**config.mk**
```make
export PLATFORM = sky130hd
export DESIGN_NAME = rice_core_trap_ctrl
export DESIGN_NICKNAME = d
export VERILOG_FILES = /design/src/rtl/rice_core_trap_ctrl.sv
export SDC_FILE = /design/constraint.sdc
export NUM_CORES = 1
export LEC_CHECK = 0
export ABC_AREA = 0
export CAP_MARGIN = 30
export CORE_UTILIZATION = 45
export CTS_CLUSTER_SIZE = 8
export DETAILED_ROUTE_END_ITERATION = 16
export PLACE_DENSITY = 0.67
export REMOVE_ABC_BUFFERS = 1
export SETUP_SLACK_MARGIN = 0.02
export SLEW_MARGIN = 20
export SYNTH_ARGS = -nofsm -noshare
export SYNTH_HDL_FRONTEND = slang
export SYNTH_SLANG_ARGS = --single-unit
```
**constraint.sdc**
```tcl
create_clock -name i_clk -period 11.6 [get_ports i_clk]
set_clock_uncertainty 0.05 [all_clocks]
set_input_delay 2.32 -clock i_clk [delete_from_list [all_inputs] [get_ports i_clk]]
set_output_delay 2.32 -clock i_clk [all_outputs]
set_load 0.01 [all_outputs]
```
**src/rtl/rice_core_trap_ctrl.sv**
```systemverilog
// Machine-mode trap controller: trap CSRs, privilege tracking, irq sync/priority, vectored mtvec.
// Latency: trap/mret redirect and CSR responses are registered, one cycle after the request.
// Backpressure: CSR requests are held off while an event is taken or a flush is in progress; the requester retries.
module rice_core_trap_ctrl #(
  parameter int unsigned     XLEN        = 32,
  parameter int unsigned     EXCEPTIONS  = 16,
  parameter bit              VECTORED    = 1'b1,
  parameter int unsigned     SYNC_STAGES = 2,
  parameter logic [XLEN-1:0] MTVEC_RESET = '0
) (
  input  logic                  i_clk,
  input  logic                  i_rst,
  input  logic                  i_enable,
  input  logic [XLEN-1:0]       i_pc,
  input  logic                  i_inst_valid,
  input  logic [EXCEPTIONS-1:0] i_exception,
  input  logic [XLEN-1:0]       i_tval,
  input  logic                  i_mret,
  input  logic                  i_irq_ext,
  input  logic                  i_irq_timer,
  input  logic                  i_irq_soft,
  output logic [1:0]            o_privilege_level,
  output logic                  o_flush,
  output logic [XLEN-1:0]       o_flush_pc,
  input  logic                  i_csr_valid,
  input  logic [11:0]           i_csr_address,
  input  logic                  i_csr_write,
  input  logic [XLEN-1:0]       i_csr_wdata,
  input  logic [XLEN-1:0]       i_csr_wmask,
  output logic                  o_csr_ack,
  output logic [XLEN-1:0]       o_csr_rdata,
  output logic                  o_csr_error
);

  localparam logic [1:0] PRIV_M = 2'b11;
  localparam logic [1:0] PRIV_U = 2'b00;

  typedef enum logic {ST_RUN, ST_FLUSH} state_t;

  state_t          state_q;
  logic [1:0]      priv_q;
  logic            mstatus_mie_q;
  logic            mstatus_mpie_q;
  logic [1:0]      mstatus_mpp_q;
  logic [2:0]      mie_q;            // {MEIE, MTIE, MSIE}
  logic [XLEN-1:0] mtvec_q;
  logic [XLEN-1:0] mepc_q;
  logic [XLEN-1:0] mcause_q;
  logic [XLEN-1:0] mtval_q;
  logic [XLEN-1:0] mscratch_q;
  logic [2:0]      irq_sync [SYNC_STAGES];  // each stage {ext, timer, soft}

  logic [2:0]      mip;
  logic [2:0]      pend;
  logic            exc_vld;
  logic [XLEN-1:0] exc_code;
  logic [XLEN-1:0] int_code;
  logic            run;
  logic            take_exc;
  logic            take_mret;
  logic            take_int;
  logic            take_event;
  logic            csr_acc;
  logic [XLEN-1:0] mtvec_base;
  logic [XLEN-1:0] flush_target;
  logic [XLEN-1:0] csr_rd;
  logic            csr_hit;
  logic [XLEN-1:0] csr_wr_val;

  assign o_privilege_level = priv_q;
  assign mip  = irq_sync[SYNC_STAGES-1];
  assign pend = mip & mie_q;

  // Interrupt lines cross into this clock domain through a plain flop chain
  always_ff @(posedge i_clk or posedge i_rst) begin
    if (i_rst) begin
      for (int i = 0; i < SYNC_STAGES; i++) irq_sync[i] <= 3'b000;
    end else begin
      irq_sync[0] <= {i_irq_ext, i_irq_timer, i_irq_soft};
      for (int i = 1; i < SYNC_STAGES; i++) irq_sync[i] <= irq_sync[i-1];
    end
  end

  // Lowest set exception bit wins; scan from the top so the last hit is the lowest
  always_comb begin
    exc_code = '0;
    for (int i = EXCEPTIONS - 1; i >= 0; i--) begin
      if (i_exception[i]) exc_code = XLEN'(i);
    end
  end

  assign exc_vld = |i_exception;

  // Interrupt priority MEI > MSI > MTI
  always_comb begin
    int_code = XLEN'(7);
    if (pend[2])      int_code = XLEN'(11);
    else if (pend[0]) int_code = XLEN'(3);
  end

  // Event arbitration: exception over mret over interrupt, only while running
  always_comb begin
    run        = i_enable && (state_q == ST_RUN);
    take_exc   = run && exc_vld;
    take_mret  = run && !exc_vld && i_mret;
    take_int   = run && !exc_vld && !i_mret && i_inst_valid && (|pend) &&
                 ((priv_q == PRIV_U) || mstatus_mie_q);
    take_event = take_exc || take_mret || take_int;
    csr_acc    = run && i_csr_valid && !take_event;
  end

  // Redirect target: mepc for mret, mtvec base, plus a code offset for vectored interrupts
  always_comb begin
    mtvec_base   = {mtvec_q[XLEN-1:2], 2'b00};
    flush_target = mtvec_base;
    if (take_mret)                              flush_target = mepc_q;
    else if (take_int && mtvec_q[1:0] == 2'b01) flush_target = mtvec_base + (int_code << 2);
  end

  // CSR read mux; the merged write value is built from the current contents
  always_comb begin
    csr_rd  = '0;
    csr_hit = 1'b1;
    case (i_csr_address)
      12'h300: begin
        csr_rd[3]     = mstatus_mie_q;
        csr_rd[7]     = mstatus_mpie_q;
        csr_rd[12:11] = mstatus_mpp_q;
      end
      12'h304: begin
        csr_rd[3]  = mie_q[0];
        csr_rd[7]  = mie_q[1];
        csr_rd[11] = mie_q[2];
      end
      12'h305: csr_rd = mtvec_q;
      12'h340: csr_rd = mscratch_q;
      12'h341: csr_rd = mepc_q;
      12'h342: csr_rd = mcause_q;
      12'h343: csr_rd = mtval_q;
      12'h344: begin
        csr_rd[3]  = mip[0];
        csr_rd[7]  = mip[1];
        csr_rd[11] = mip[2];
      end
      default: csr_hit = 1'b0;
    endcase
    csr_wr_val = (csr_rd & ~i_csr_wmask) | (i_csr_wdata & i_csr_wmask);
  end

  // RUN/FLUSH state machine owning CSR state, privilege and all registered outputs
  always_ff @(posedge i_clk or posedge i_rst) begin
    if (i_rst) begin
      state_q        <= ST_RUN;
      priv_q         <= PRIV_M;
      mstatus_mie_q  <= 1'b0;
      mstatus_mpie_q <= 1'b0;
      mstatus_mpp_q  <= PRIV_M;
      mie_q          <= 3'b000;
      mtvec_q        <= MTVEC_RESET;
      mepc_q         <= '0;
      mcause_q       <= '0;
      mtval_q        <= '0;
      mscratch_q     <= '0;
      o_flush        <= 1'b0;
      o_flush_pc     <= '0;
      o_csr_ack      <= 1'b0;
      o_csr_rdata    <= '0;
      o_csr_error    <= 1'b0;
    end else begin
      o_flush     <= 1'b0;
      o_csr_ack   <= 1'b0;
      o_csr_error <= 1'b0;
      if (!i_enable) begin
        priv_q  <= PRIV_M;
        state_q <= ST_RUN;
      end else begin
        case (state_q)
          ST_RUN: begin
            if (take_event) begin
              state_q    <= ST_FLUSH;
              o_flush    <= 1'b1;
              o_flush_pc <= flush_target;
              if (take_mret) begin
                priv_q         <= mstatus_mpp_q;
                mstatus_mie_q  <= mstatus_mpie_q;
                mstatus_mpie_q <= 1'b1;
                mstatus_mpp_q  <= PRIV_U;
              end else begin
                mepc_q         <= {i_pc[XLEN-1:2], 2'b00};
                mcause_q       <= take_int ? {1'b1, int_code[XLEN-2:0]} : exc_code;
                mtval_q        <= take_int ? '0 : i_tval;
                mstatus_mpie_q <= mstatus_mie_q;
                mstatus_mie_q  <= 1'b0;
                mstatus_mpp_q  <= priv_q;
                priv_q         <= PRIV_M;
              end
            end else if (csr_acc) begin
              o_csr_ack   <= 1'b1;
              o_csr_error <= !csr_hit;
              o_csr_rdata <= csr_rd;
              if (i_csr_write) begin
                case (i_csr_address)
                  12'h300: begin
                    mstatus_mie_q  <= csr_wr_val[3];
                    mstatus_mpie_q <= csr_wr_val[7];
                    mstatus_mpp_q  <= (csr_wr_val[12:11] == PRIV_U) ? PRIV_U : PRIV_M;
                  end
                  12'h304: mie_q <= {csr_wr_val[11], csr_wr_val[7], csr_wr_val[3]};
                  12'h305: mtvec_q <= {csr_wr_val[XLEN-1:2],
                                       (VECTORED && csr_wr_val[1:0] == 2'b01) ? 2'b01 : 2'b00};
                  12'h340: mscratch_q <= csr_wr_val;
                  12'h341: mepc_q     <= {csr_wr_val[XLEN-1:2], 2'b00};
                  12'h342: mcause_q   <= csr_wr_val;
                  12'h343: mtval_q    <= csr_wr_val;
                  default: ;
                endcase
              end
            end
          end
          default: state_q <= ST_RUN;
        endcase
      end
    end
  end

endmodule

```
After elaboration in Yosys (flattened, before gate mapping) --
Cells that the tools add are included.
Word-level totals: flip-flop bits (word level) 242, bits of input ports 166, logic and storage cells 155
Operators by class: add/subtract/negate cells 1, equality and inequality tests 13, multiplexer cells 78, bitwise logic cells 7, reduce and logical (&&, ||, !) cells 39
Operators with widths (number):
- $mux W32 | 34
- $eq A12 B10 Y1 const B | 8
- $pmux W19 S5 | 1
- $and A32 B32 Y32 | 2
- $pmux W3 S5 | 3
- $reduce_and A6 Y1 | 6
- $add A32 B32 Y32 | 1
- $not A32 Y32 | 1
- $or A32 B32 Y32 | 1
- $pmux W1 S8 | 3
- $mux W1 | 23
- $mux W2 | 10
- $reduce_or A16 Y1 | 1
- $reduce_bool A2 Y1 | 6
- $logic_and A1 B1 Y1 | 11
- $mux W4 | 2
- $reduce_or A8 Y1 | 1
- $pmux W1 S6 | 1
- $reduce_and A5 Y1 | 1
- $eq A2 B1 Y1 const B | 2
- $logic_not A1 Y1 | 4
- $logic_not A2 Y1 | 2
- $ne A2 B2 Y1 const B | 2
- $reduce_and A4 Y1 | 1
- other kinds (8) | 11

Logic depth before layout (Yosys ltp) --
depth after elaboration 19, gate-level depth with buffers 10

Least setup slack after synthesis --
No wires, ideal clock.
path type in2reg, start in i_exception[0], end reg mepc_q[12], setup time 0.125 ns, arrival time 4.731 ns, data required time 11.425 ns, setup slack 6.695 ns, cell stages on the path 9, cells stage by stage or4_1 -> or3_1 -> o41ai_4 -> inv_2 -> clkbuf_1 -> buf_2 -> nand2_1 -> o21ai_1 -> mux2_2
On the way: cells in the longest elaborated chain, start to end 12
RTL lines:
- from (decl) | RTL line 16 | input logic [EXCEPTIONS-1:0] i_exception,
- $reduce_or A16 Y1 (*) | RTL line 92 | assign exc_vld = |i_exception;
- $logic_not A1 Y1 | RTL line 105, 106
- $logic_and A1 B1 Y1 | RTL line 105, 106
- $logic_and A1 B1 Y1 (4 in a row) | RTL line 106 | take_int = run && !exc_vld && !i_mret && i_inst_valid && (|pend) &&
- $logic_or A1 B1 Y1 | RTL line 108 | take_event = take_exc || take_mret || take_int;
- $logic_not A1 Y1 | RTL line 109 | csr_acc = run && i_csr_valid && !take_event;
- $logic_and A1 B1 Y1 | RTL line 109
- $reduce_bool A2 Y1 (no line)
- $reduce_and A6 Y1 (no line)
- to (signal assigned) | RTL line 189 | mepc_q <= {i_pc[XLEN-1:2], 2'b00};
- to (signal assigned) | RTL line 212 | 12'h341: mepc_q <= {csr_wr_val[XLEN-1:2], 2'b00};
- to (decl) | RTL line 47 | logic [XLEN-1:0] mepc_q;
Every way passes the cells marked *; elsewhere a longest branch is shown, timed or not. A chain may end at the register's enable or synchronous reset.

Worst setup path after layout --
start in i_exception[12], end reg mepc_q[15]
Same word-level chain as after synthesis.

==> out/qor.csv <==
stage,metric,value,unit
worst_setup_path,Crit Path Max Fanout,68,
finish,Filler Cells Inserted,2395,
logic_synthesis,sequential fraction of the synthesis area,48.23,%
global_routing,total track usage,29.73,%
drt,DRC errors left,0,
worst_setup_path,CP Launch Type,input port,
floorplan,Die Ht,167.4,um
power,worst ir drop on vdd,0.0001048,V
power,power share of the clock group,44.4,%
logic_synthesis,Mapped Cells,1348,
drt,Via Count,11530,
floorplan,Initial Util,45.79,%
timing,fin crit period,6.084,ns
clock_network,"Hold-fix buffers, CTS",0,
clock_network,deepest clock path buffer count,3,
floorplan,core footprint,26880,sq um
floorplan,Ports,235,
worst_hold_path,hold_sp,irq_sync[4],
power,Tot Pwr,0.002080,W
finish,Syn-to-layout area delta,29.53,%
placement,DP HPWL,27.26,mm
clock_network,CTS tree,done,
logic_synthesis,Post-synth ARST share,100.0,%
power,sw power,0.0005204,W
timing,"Slew Viols, Final",0,
finish,Register Area,5936,sq um
placement,number of I/O port buffers,230,
clock_network,cts repair resizes,0,
power,cell internal pwr,0.001560,W
timing,Final Hold Fails,0,
power,Seq pwr share,43.7,%
drt,antenna violation net count after detailed routing,0,
clock_network,H-tree depth,2,
worst_hold_path,Hold Path End,mip[1],
drt,WL final,41.64,mm
logic_synthesis,post-synth design cell area,12310,sq um
global_routing,largest net degree at the start of global routing,101,
worst_setup_path,critical setup path kind,input port to flip-flop,
worst_hold_path,worst hold path class,flip-flop to flip-flop,
drt,WL per Instance,21.98,um
timing,Max Fclk,164.4,MHz
finish,"most common cell after layout, fill and taps aside",dfrtp_1,
global_routing,first-pass GRT wire length,64.74,mm
clock_network,CTS root buffer,clkbuf_16,
power,Gate power share,11.9,%
logic_synthesis,ys flop type,dfrtp_1,
worst_setup_path,R2R Setup Slk,7.87,ns
worst_setup_path,Worst R2R Start,mie_q[2],
drt,vias per cell,6.089,
finish,Multi-input gate area,5963,sq um
finish,NumNets Final,1713,
finish,fin util,59.32,%
logic_synthesis,post-synthesis register bit count,237,
clock_network,total CTS buffers,35,
job,MaxCap Viol Count,0,
worst_setup_path,Crit path required time,11.96,ns
drt,First-pass DRT Iterations,5,
floorplan,Std-Cell Rows,60,
worst_hold_path,Hold Path Cell Cnt,0,
timing,post-route setup TNS,0,ns
worst_setup_path,R2R cell count,10,
placement,gpl congestion,0.8675,
drt,starting DRC count in detailed routing,898,
finish,"commonest cells after routing, fill and taps aside","233 x dfrtp_1, 228 x clkdlybuf4s50_1, 223 x nand2_1",
power,PwrDens,130.5,nW/um^2
logic_synthesis,Syn Area/Cell,9.130,sq um
logic_synthesis,"EDFF count, synth",0,
clock_network,"Reg clk slew, reported paths",0.05,ns
clock_network,clk_lat worst skew,0.50,ns
run_status,outcome,finished clean,
timing,final setup violation count,0,
power,Sw Ratio,25.02,%
timing,Final period util,52.45,%
power,leakage power,6.365,nW
floorplan,Die Area,28010,sq um
timing,RSZ-0062 raised after global routing,no,
global_routing,vias in the first global route,11330,
worst_setup_path,Reg-to-Reg End,mepc_q[15],
timing,Worst Tran Pin Value,1.054,ns
global_routing,initial antenna violation count,1,
logic_synthesis,"Warnings, synthesis",0,
clock_network,setup bufs post-CTS,0,
worst_setup_path,CP arrival,6.45,ns
floorplan,Die Width,167.4,um
worst_setup_path,CP Capture Type,flip-flop,
finish,layout cell share with drive strength beyond 1,9.021,%
logic_synthesis,Unique masters post-synth,78,
global_routing,GRT overflow,0,
clock_network,clock sink total,237,
timing,max_slew headroom,29.41,%
## worst max-delay path, cell delays in order
cell and delay, ns:
clkdlybuf4s50_1 0.46, or4_1 0.67, or3_1 0.49, o41ai_4 0.40, buf_4 0.59, inv_2 0.12
buf_4 0.42, nand2_1 0.16, buf_4 0.47, o22ai_1 0.16, a21oi_1 0.16
## flip-flops by register name, summed over array words and instances, names as in the netlist
name / cells
mtval_q: 32
o_flush_pc: 30
mscratch_q: 32
o_privilege_level: 2
state_q: 1
o_csr_error: 1
mtvec_q: 31
mip: 3
o_csr_rdata: 32
mstatus_mpp_q: 2
mie_q: 3
mcause_q: 32
irq_sync: 3
mstatus_mpie_q: 1
o_csr_ack: 1
mepc_q: 30
mstatus_mie_q: 1
## layer usage
metal | global-route usage (%) | up-vias | routed length (um)
li1 | - | 5319 | -
met1 | 40.78 | 5651 | 18040
met2 | 47.34 | 481 | 19210
met3 | 4.963 | 81 | 3110
met4 | 11.05 | 0 | 1277
met5 | 0 | - | 0
## metrics by stage
stage	area, sq um	std cells	setup slack (ns)	hold WS [ns]
finish	15940	1894	5.516	0.2983
CTS	15900	1890	5.333	0.2994
detailed placement	14950	1845	4.829	0.2862
global placement	14900	1843	4.738	0.2864
floorplan	11910	1248	2.734	0.2812
global route	15940	1894	5.371	0.2994
## synthesized netlist by cell type, types with 22 or more instances
library cell / n / area, sq um
dfrtp_1: 233 / 5831
nand2_1: 223 / 837.1
o21ai_0: 133 / 665.6
nor2_1: 93 / 349.1
clkbuf_1: 81 / 304.0
a21oi_1: 60 / 300.3
o22ai_1: 50 / 312.8
o31ai_1: 34 / 255.2
mux2_2: 33 / 371.6
mux2i_1: 31 / 310.3
nor3_1: 30 / 150.1
inv_1: 24 / 90.09
a32oi_1: 22 / 192.7
## kinds of logic after synthesis
logic type,synth area share (%)
AND/OR/NAND/NOR,18.18
buffers and inverters,4.046
other,0.03047
XOR/XNOR,0.5694
AO/OA/AOI/OAI,22.92
multiplexers,5.724
flip-flops,48.23
adder cells (fa/ha/maj),0.3050
## power groups by stage
stage	Combinational (W)	Clock (W)	Sequential, W
finish	0.000248	0.000923	0.000910
global route	0.000269	0.000965	0.000915
floorplan	0.000121	0	0.000913
CTS	0.000246	0.000929	0.000909
global placement	0.000240	0	0.000920
detailed placement	0.000245	0	0.000922
## area by class of cell
cell class	instances	share of cell area (%)
repair buffers	259	16.01
flip-flops and latches	237	37.23
clock buffers	45	5.996
multi-input cells	985	37.41
inverters	26	0.6593
well taps	341	2.676
diodes	1	0.01570
## worst max-delay path by stage
stage / startpoint / endpoint / depth (start not counted)
floorplan: i_rst / irq_sync[3] / 1
global placement: i_exception[12] / o_csr_rdata[31] / 8
detailed placement: i_exception[12] / mcause_q[23] / 8
CTS: i_exception[12] / mcause_q[25] / 8
global route: i_exception[12] / mepc_q[3] / 11
finish: i_exception[12] / mepc_q[15] / 11
No activity file was read; power rests on OpenSTA's default activity.
